==> src/rtl/tdm_demux_pkg.sv <==
// Shared types and constants for the TDM receive demultiplexer.
// Optional parity checking is enabled with the TDM_DEMUX_PARITY_EN macro.
package tdm_pkg;

  localparam int unsigned NCH_DEFAULT = 4;
  localparam int unsigned DW_DEFAULT  = 8;
  localparam int unsigned CH_W        = $clog2(NCH_DEFAULT);
  localparam int unsigned PAR_MAX_W   = 64;

  typedef enum logic {
    HUNT    = 1'b0,
    COLLECT = 1'b1
  } state_e;

  // Returns 1 when the vector fails even parity (odd number of ones)
  function automatic logic par_bad(input logic [PAR_MAX_W-1:0] v);
    return ^v;
  endfunction

endpackage

==> src/rtl/tdm_demux_if.sv <==
// Link-side bundle for tdm_demux: serial samples in, assembled frames out.
// din_par/par_err exist only when TDM_DEMUX_PARITY_EN is defined.
interface tdm_demux_if #(
  parameter int unsigned NCH = tdm_pkg::NCH_DEFAULT,
  parameter int unsigned DW  = tdm_pkg::DW_DEFAULT
);

  localparam int unsigned IDX_W = $clog2(NCH);

  logic [DW-1:0]     din;
  logic              din_valid;
  logic              frame_sync;
  logic [NCH*DW-1:0] dout;
  logic              dout_valid;
  logic [IDX_W-1:0]  ch_idx;
  logic              frame_err;
`ifdef TDM_DEMUX_PARITY_EN
  logic              din_par;
  logic              par_err;

  modport master (
    output din, din_valid, frame_sync, din_par,
    input  dout, dout_valid, ch_idx, frame_err, par_err
  );

  modport slave (
    input  din, din_valid, frame_sync, din_par,
    output dout, dout_valid, ch_idx, frame_err, par_err
  );
`else
  modport master (
    output din, din_valid, frame_sync,
    input  dout, dout_valid, ch_idx, frame_err
  );

  modport slave (
    input  din, din_valid, frame_sync,
    output dout, dout_valid, ch_idx, frame_err
  );
`endif

endinterface

==> src/rtl/tdm_demux_demux_1to_n.sv <==
// 1:N slot-enable decoder producing shadow-buffer write enables.
module demux_1to_n
  import tdm_pkg::*;
#(
  parameter int unsigned N     = NCH_DEFAULT,
  parameter int unsigned SEL_W = $clog2(N)
) (
  input  logic [SEL_W-1:0] sel_i,
  input  logic             en_i,
  output logic [N-1:0]     we_c_o
);

  // One-hot enable for the selected slot when writing is enabled
  always_comb begin
    we_c_o = '0;
    for (int unsigned k = 0; k < N; k++) begin
      if (en_i && (sel_i == SEL_W'(k))) begin
        we_c_o[k] = 1'b1;
      end
    end
  end

endmodule

==> src/rtl/tdm_demux.sv <==
// TDM receive demultiplexer: assembles NCH serial samples into a parallel
// frame and flags misalignment. TDM_DEMUX_PARITY_EN adds per-frame parity.
module tdm_demux
  import tdm_pkg::*;
#(
  parameter int unsigned NCH = NCH_DEFAULT,
  parameter int unsigned DW  = DW_DEFAULT
) (
  input logic        clk,
  input logic        rst,
  tdm_demux_if.slave bus
);

  localparam int unsigned        IDX_W    = $clog2(NCH);
  localparam logic [IDX_W-1:0]   LAST_IDX = IDX_W'(NCH - 1);

  state_e            state_q;
  logic [IDX_W-1:0]  ch_idx_q;
  logic [NCH*DW-1:0] shadow_q;
  logic [NCH*DW-1:0] shadow_d;
  logic [NCH*DW-1:0] dout_q;
  logic              dout_valid_q;
  logic              frame_err_q;
  logic [NCH-1:0]    slot_we_c;
  logic              wr_en_c;
  logic [IDX_W-1:0]  wr_idx_c;
  logic              samp_bad_c;

`ifdef TDM_DEMUX_PARITY_EN
  logic par_flag_q;
  logic par_err_q;

  assign samp_bad_c  = par_bad(PAR_MAX_W'({bus.din, bus.din_par}));
  assign bus.par_err = par_err_q;
`else
  assign samp_bad_c = 1'b0;
`endif

  // Write target: sync samples always land in slot 0, others follow the counter
  always_comb begin
    wr_en_c  = 1'b0;
    wr_idx_c = ch_idx_q;
    if (bus.frame_sync) begin
      wr_idx_c = '0;
      wr_en_c  = bus.din_valid;
    end else if ((state_q == COLLECT) && (ch_idx_q != '0)) begin
      wr_en_c = bus.din_valid;
    end
  end

  demux_1to_n #(
    .N     (NCH),
    .SEL_W (IDX_W)
  ) u_slot_dec (
    .sel_i  (wr_idx_c),
    .en_i   (wr_en_c),
    .we_c_o (slot_we_c)
  );

  // Shadow buffer with this cycle's sample merged in
  always_comb begin
    shadow_d = shadow_q;
    for (int unsigned k = 0; k < NCH; k++) begin
      if (slot_we_c[k]) begin
        shadow_d[k*DW +: DW] = bus.din;
      end
    end
  end

  // Alignment FSM, slot counter and frame output registers
  always_ff @(posedge clk) begin
    if (rst) begin
      state_q      <= HUNT;
      ch_idx_q     <= '0;
      shadow_q     <= '0;
      dout_q       <= '0;
      dout_valid_q <= 1'b0;
      frame_err_q  <= 1'b0;
`ifdef TDM_DEMUX_PARITY_EN
      par_flag_q   <= 1'b0;
      par_err_q    <= 1'b0;
`endif
    end else begin
      dout_valid_q <= 1'b0;
      frame_err_q  <= 1'b0;
`ifdef TDM_DEMUX_PARITY_EN
      par_err_q    <= 1'b0;
`endif
      if (bus.din_valid) begin
        shadow_q <= shadow_d;
        case (state_q)
          HUNT: begin
            if (bus.frame_sync) begin
              state_q  <= COLLECT;
              ch_idx_q <= IDX_W'(1);
`ifdef TDM_DEMUX_PARITY_EN
              par_flag_q <= samp_bad_c;
`endif
            end
          end
          COLLECT: begin
            if (bus.frame_sync) begin
              // Sync anywhere but slot 0 drops the partial frame and restarts
              frame_err_q <= (ch_idx_q != '0);
              ch_idx_q    <= IDX_W'(1);
`ifdef TDM_DEMUX_PARITY_EN
              par_flag_q  <= samp_bad_c;
`endif
            end else if (ch_idx_q == '0) begin
              // Expected sync never came: sample discarded, go hunting
              frame_err_q <= 1'b1;
              state_q     <= HUNT;
            end else if (ch_idx_q == LAST_IDX) begin
              dout_q       <= shadow_d;
              dout_valid_q <= 1'b1;
              ch_idx_q     <= '0;
`ifdef TDM_DEMUX_PARITY_EN
              par_err_q    <= par_flag_q | samp_bad_c;
`endif
            end else begin
              ch_idx_q <= ch_idx_q + IDX_W'(1);
`ifdef TDM_DEMUX_PARITY_EN
              par_flag_q <= par_flag_q | samp_bad_c;
`endif
            end
          end
          default: state_q <= HUNT;
        endcase
      end
    end
  end

  assign bus.dout       = dout_q;
  assign bus.dout_valid = dout_valid_q;
  assign bus.ch_idx     = ch_idx_q;
  assign bus.frame_err  = frame_err_q;

`ifndef TDM_DEMUX_PARITY_EN
  logic unused_c;
  assign unused_c = samp_bad_c;
`endif

endmodule
==> src/flat_wrapper.sv <==
// flat-port wrapper written by rule: the top's interface ports become plain ports
module tdm_demux_flat import tdm_pkg::*;
#(
  parameter int unsigned NCH = NCH_DEFAULT,
  parameter int unsigned DW  = DW_DEFAULT
)
  (clk, rst, bus_din, bus_din_valid, bus_frame_sync, bus_dout, bus_dout_valid, bus_ch_idx, bus_frame_err);
  tdm_demux_if #(.NCH(NCH), .DW(DW)) bus_i ();
  input logic clk;
  input logic rst;
  input wire logic [$bits(bus_i.din)-1:0] bus_din;
  input wire logic [$bits(bus_i.din_valid)-1:0] bus_din_valid;
  input wire logic [$bits(bus_i.frame_sync)-1:0] bus_frame_sync;
  output wire logic [$bits(bus_i.dout)-1:0] bus_dout;
  output wire logic [$bits(bus_i.dout_valid)-1:0] bus_dout_valid;
  output wire logic [$bits(bus_i.ch_idx)-1:0] bus_ch_idx;
  output wire logic [$bits(bus_i.frame_err)-1:0] bus_frame_err;
  assign bus_i.din = bus_din;
  assign bus_i.din_valid = bus_din_valid;
  assign bus_i.frame_sync = bus_frame_sync;
  assign bus_dout = bus_i.dout;
  assign bus_dout_valid = bus_i.dout_valid;
  assign bus_ch_idx = bus_i.ch_idx;
  assign bus_frame_err = bus_i.frame_err;
  tdm_demux #(.NCH(NCH), .DW(DW)) u_core (.clk(clk), .rst(rst), .bus(bus_i));
endmodule
==> config.mk <==
export PLATFORM = sky130hd
export DESIGN_NAME = tdm_demux_flat
export DESIGN_NICKNAME = d
export VERILOG_FILES = /design/src/rtl/tdm_demux_pkg.sv /design/src/rtl/tdm_demux_if.sv /design/src/rtl/tdm_demux_demux_1to_n.sv /design/src/rtl/tdm_demux.sv /design/src/flat_wrapper.sv
export SDC_FILE = /design/constraint.sdc
export NUM_CORES = 1
export LEC_CHECK = 0
export CORE_MARGIN = 5
export CORE_UTILIZATION = 46
export DETAILED_ROUTE_END_ITERATION = 16
export PLACE_DENSITY_LB_ADDON = 0.1
export SLEW_MARGIN = 20
export SYNTH_ARGS = -nofsm -noshare
export SYNTH_HDL_FRONTEND = slang
export SYNTH_SLANG_ARGS = --single-unit
==> constraint.sdc <==
create_clock -name clk -period 1.7 [get_ports clk]
set_input_delay 0.34 -clock clk [delete_from_list [all_inputs] [get_ports clk]]
set_output_delay 0.34 -clock clk [all_outputs]
set_load 0.03 [all_outputs]
==> summary.md <==
| Metric | Value |
|---|---|
| Die X | `84.8 um` |
| Iter 0 DRT Violations | `roughly 50` |
| Synth warn | `0` |
| Starting Density | `0.471` |
| #FFs+latches synth | `69` |
| Gpl congestion | `0.718` |
| Drt wl/cell | `15.2 um` |
| Seq/Total Area, Yosys | `0.536` |
| Total power | `3.12 mW` |
| Drt pass-1 iters | `4` |
| WP data required | `1900 ps` |
| Power per cell area | `851 nW/um^2` |
| Pleak | `around 1.8 nW` |
| Slowest Stage Delay on Critical Path | `350 ps` |
| Max stage delay cell, worst path | `dfxtp_4` |
| Critical Path Start Type | `flip-flop` |
| Synth Flop Type | `dfxtp_1` |
| Syn nets | `262` |
| Largest area contributor in the netlist | `dfxtp_1` |
| WL final | `5880 um` |
| Max clock buf depth | `2` |
| Cells after DPL | `approximately 370` |
| H-tree levels | `3` |
| Top cells by area, synth | `dfxtp_1 54%, mux2i_1 12%, nor2_1 9.5%` |
| Final hold viol count | `0` |
| Finished Layout Cells | `387` |
| TritonCTS sink count | `69` |
| Max Freq | `582 MHz` |
| Worst-Skew Late Latency | `roughly 330 ps` |
| Residual DRC count | `0` |
| Worst vdd ir | `roughly 0.00065 V` |
| Die height | `between 80 and 90 um` |
| Vias in the first global route | `1798` |
| I/O Buffers | `47` |
| Placement Setup Slack | `-255 ps` |
| Failing checks | `negative setup slack` |
| Max cap viols | `0` |
| Most frequent cell after synthesis | `dfxtp_1` |
| Setup TNS Final | `-37.2 ps` |
| Largest net degree at the start of global routing | `34` |
| Num rows | `27` |
| Commonest cells in the netlist | `69 x dfxtp_1, 65 x nor2_1, 32 x mux2i_1` |
| Core Area | `5470 um^2` |
| CTS tree | `built` |
| Post-synth EDFFs | `0` |
| Synth-to-layout area growth | `42.4%` |
| Period Utilization, post-route | `1.01` |
| Min-Delay Path Class | `in -> reg` |
| Netlist cell types | `32` |
| Async set or reset register ratio after synthesis | `0` |
| Crit end category | `flip-flop` |
| Detail Placement HPWL | `3760 um` |
| Gr usage total | `0.164` |
| First-pass GRT wire length | `just over 9000 um` |
| Die area | `7200 um^2` |
| Initial antenna violation count | `0` |
| Total CTS buffers | `9` |
| Final Skew | `8.15 ps` |
| CP Max Fanout | `8` |
| Fraction of layout cells with a size suffix above 1 | `0.216` |
| Hold WS | `372 ps` |
| CP Data Arrival Time | `roughly 1900 ps` |
| Crit Path Class | `reg -> reg` |
| Area of the mapped netlist | `2580 um^2` |
| Max-slew violations | `0` |
| Root Buffer | `clkbuf_8` |
| Via-to-Cell Ratio | `4.98` |
| Vias | `1926` |
| Worst-path clk slew | `80 ps` |
| Top-area cell type share of the netlist area | `0.536` |
| Final min period | `around 1700 ps` |
| Status | `complete, but fails checks` |
| Crit-path cells | `inv_2 > ha_4 > and4bb_1 > and3_4 > mux2i_1 > a211oi_1` |
| Syn Area/Cell | `about 10 um^2` |
| Setup ws final | `-18.4 ps` |
| Rel. slew slack | `0.578` |
| Hold_buf cts | `0` |
| Final setup vio count | `4` |
| Grt total ovfl | `0` |
| Final nets | `~330` |
| DRT antenna net count | `0` |
| Actual slew at the worst max-slew pin | `633 ps` |
| Critical path buffer and inverter count | `1` |
| Crit-path leading delay family | `simple AND/OR/NAND/NOR gates` |
| RSZ-0062 raised after global routing | `yes` |
| Mapped Cells | `246` |
| ANT cells | `0` |
| IO Pins | `48` |
-- cell usage in the layout, fill, tap and decap left out, drive strengths merged --
| cell | Yosys | final |
|---|---|---|
| nor4b | 1 | 1 |
| a211oi | 32 | 32 |
| ha | 4 | 4 |
| nand3b | 1 | 1 |
| nand3 | 2 | 2 |
| clkdlybuf4s50 | 0 | 10 |
| and3 | 1 | 1 |
| nor3b | 3 | 3 |
| nand2 | 4 | 4 |
| bufinv | 0 | 1 |
| a21oi | 1 | 1 |
| a221oi | 1 | 1 |
| mux2 | 1 | 1 |
| buf | 9 | 23 |
| mux2i | 32 | 32 |
| inv | 4 | 4 |
| clkinv | 0 | 3 |
| clkbuf | 6 | 13 |
| dfxtp | 69 | 69 |
| dlymetal6s2s | 1 | 18 |
| a22o | 1 | 1 |
| nor3 | 1 | 1 |
| a22oi | 1 | 1 |
| and4 | 1 | 1 |
| dlygate4sd2 | 0 | 18 |
| nor2 | 66 | 66 |
| o21ai | 2 | 2 |
| and4bb | 1 | 1 |
-- tightest hold or removal path: cells and delay by family --
kind,cells,cell delay (ps)
buffers and inverters,1,170
AOI/OAI and AO/OA,1,60
and+or+nand+nor,1,100
-- what timing repair did --
| item | in CTS | in global routing |
|---|---|---|
| setup buffers | 0 | 2 |
| resized for setup | 19 | 39 |
| cloned | 0 | 2 |
| pin swaps | 2 | 10 |
| endpoints found under the setup margin | 19 | 54 |
-- per-layer routing --
metal | part of all wire | wire [um] | GRT usage
met1 | 0.47 | 2760 | 0.222
met2 | 0.48 | 2850 | 0.246
met3 | 0.034 | 198 | 0.0515
met4 | 0.012 | 72 | 0.0647
met5 | 0 | 0 | 0
-- kinds of logic (layout without fill, tap and decap cells) --
group,after synthesis,after routing,synth area share
compound gates,38,38,0.120
fa+ha+maj,4,4,0.0194
buf+inv,21,90,0.0573
flops,69,69,0.536
mux,33,33,0.129
simple gates,81,81,0.138
-- report_power, final --
| group | switching (mW) | total (mW) | leakage (nW) | internal, mW |
|---|---|---|---|---|
| registers | 0.00687 | 1.64 | 0.558 | 1.63 |
| clock network | 0.584 | 1.29 | 0.0992 | 0.708 |
| logic | 0.105 | 0.197 | 1.11 | 0.0921 |
| total | 0.695 | 3.12 | 1.77 | 2.43 |
-- worst paths after layout --
path                                           from                          endpoint  slack (ps)  depth (start not counted)
hold reg to reg     u_core.bus.dout[9]$_SDFFE_PP0P_   u_core.bus.dout[9]$_SDFFE_PP0P_         500                          2
hold / removal                       bus_frame_sync       u_core.state_q$_SDFFE_PP0P_         370                          3
setup reg to reg  u_core.bus.ch_idx[0]$_SDFFE_PP0P_  u_core.bus.dout[31]$_SDFFE_PP0P_         -20                          6
setup / recovery  u_core.bus.ch_idx[0]$_SDFFE_PP0P_  u_core.bus.dout[31]$_SDFFE_PP0P_         -20                          6
-- cell type report --
cell class              count  area [um^2]
fillers                   450         1800
flip-flops and latches     69         1390
multi-input cells         156         1180
repair buffers             71          803
clock buffers              11          141
well taps                  72         90.1
clock inverters             4         48.8
inverters                   4         15.0
-- flip-flops by register name (all words and copies together) (netlist names) --
signal and count:
u_core.bus.ch_idx 2, u_core.bus.dout 32, u_core.bus.dout_valid 1, u_core.bus.frame_err 1, u_core.shadow_q 32, u_core.state_q 1
-- stage by stage --
step | utilization | cell area, um^2
floorplan | - | 2590
global placement | 0.596 | 3260
detailed placement | 0.596 | 3260
CTS | 0.628 | 3440
global route | 0.671 | 3670
finish | 0.671 | 3670
Power figures use the tool's default switching activity.
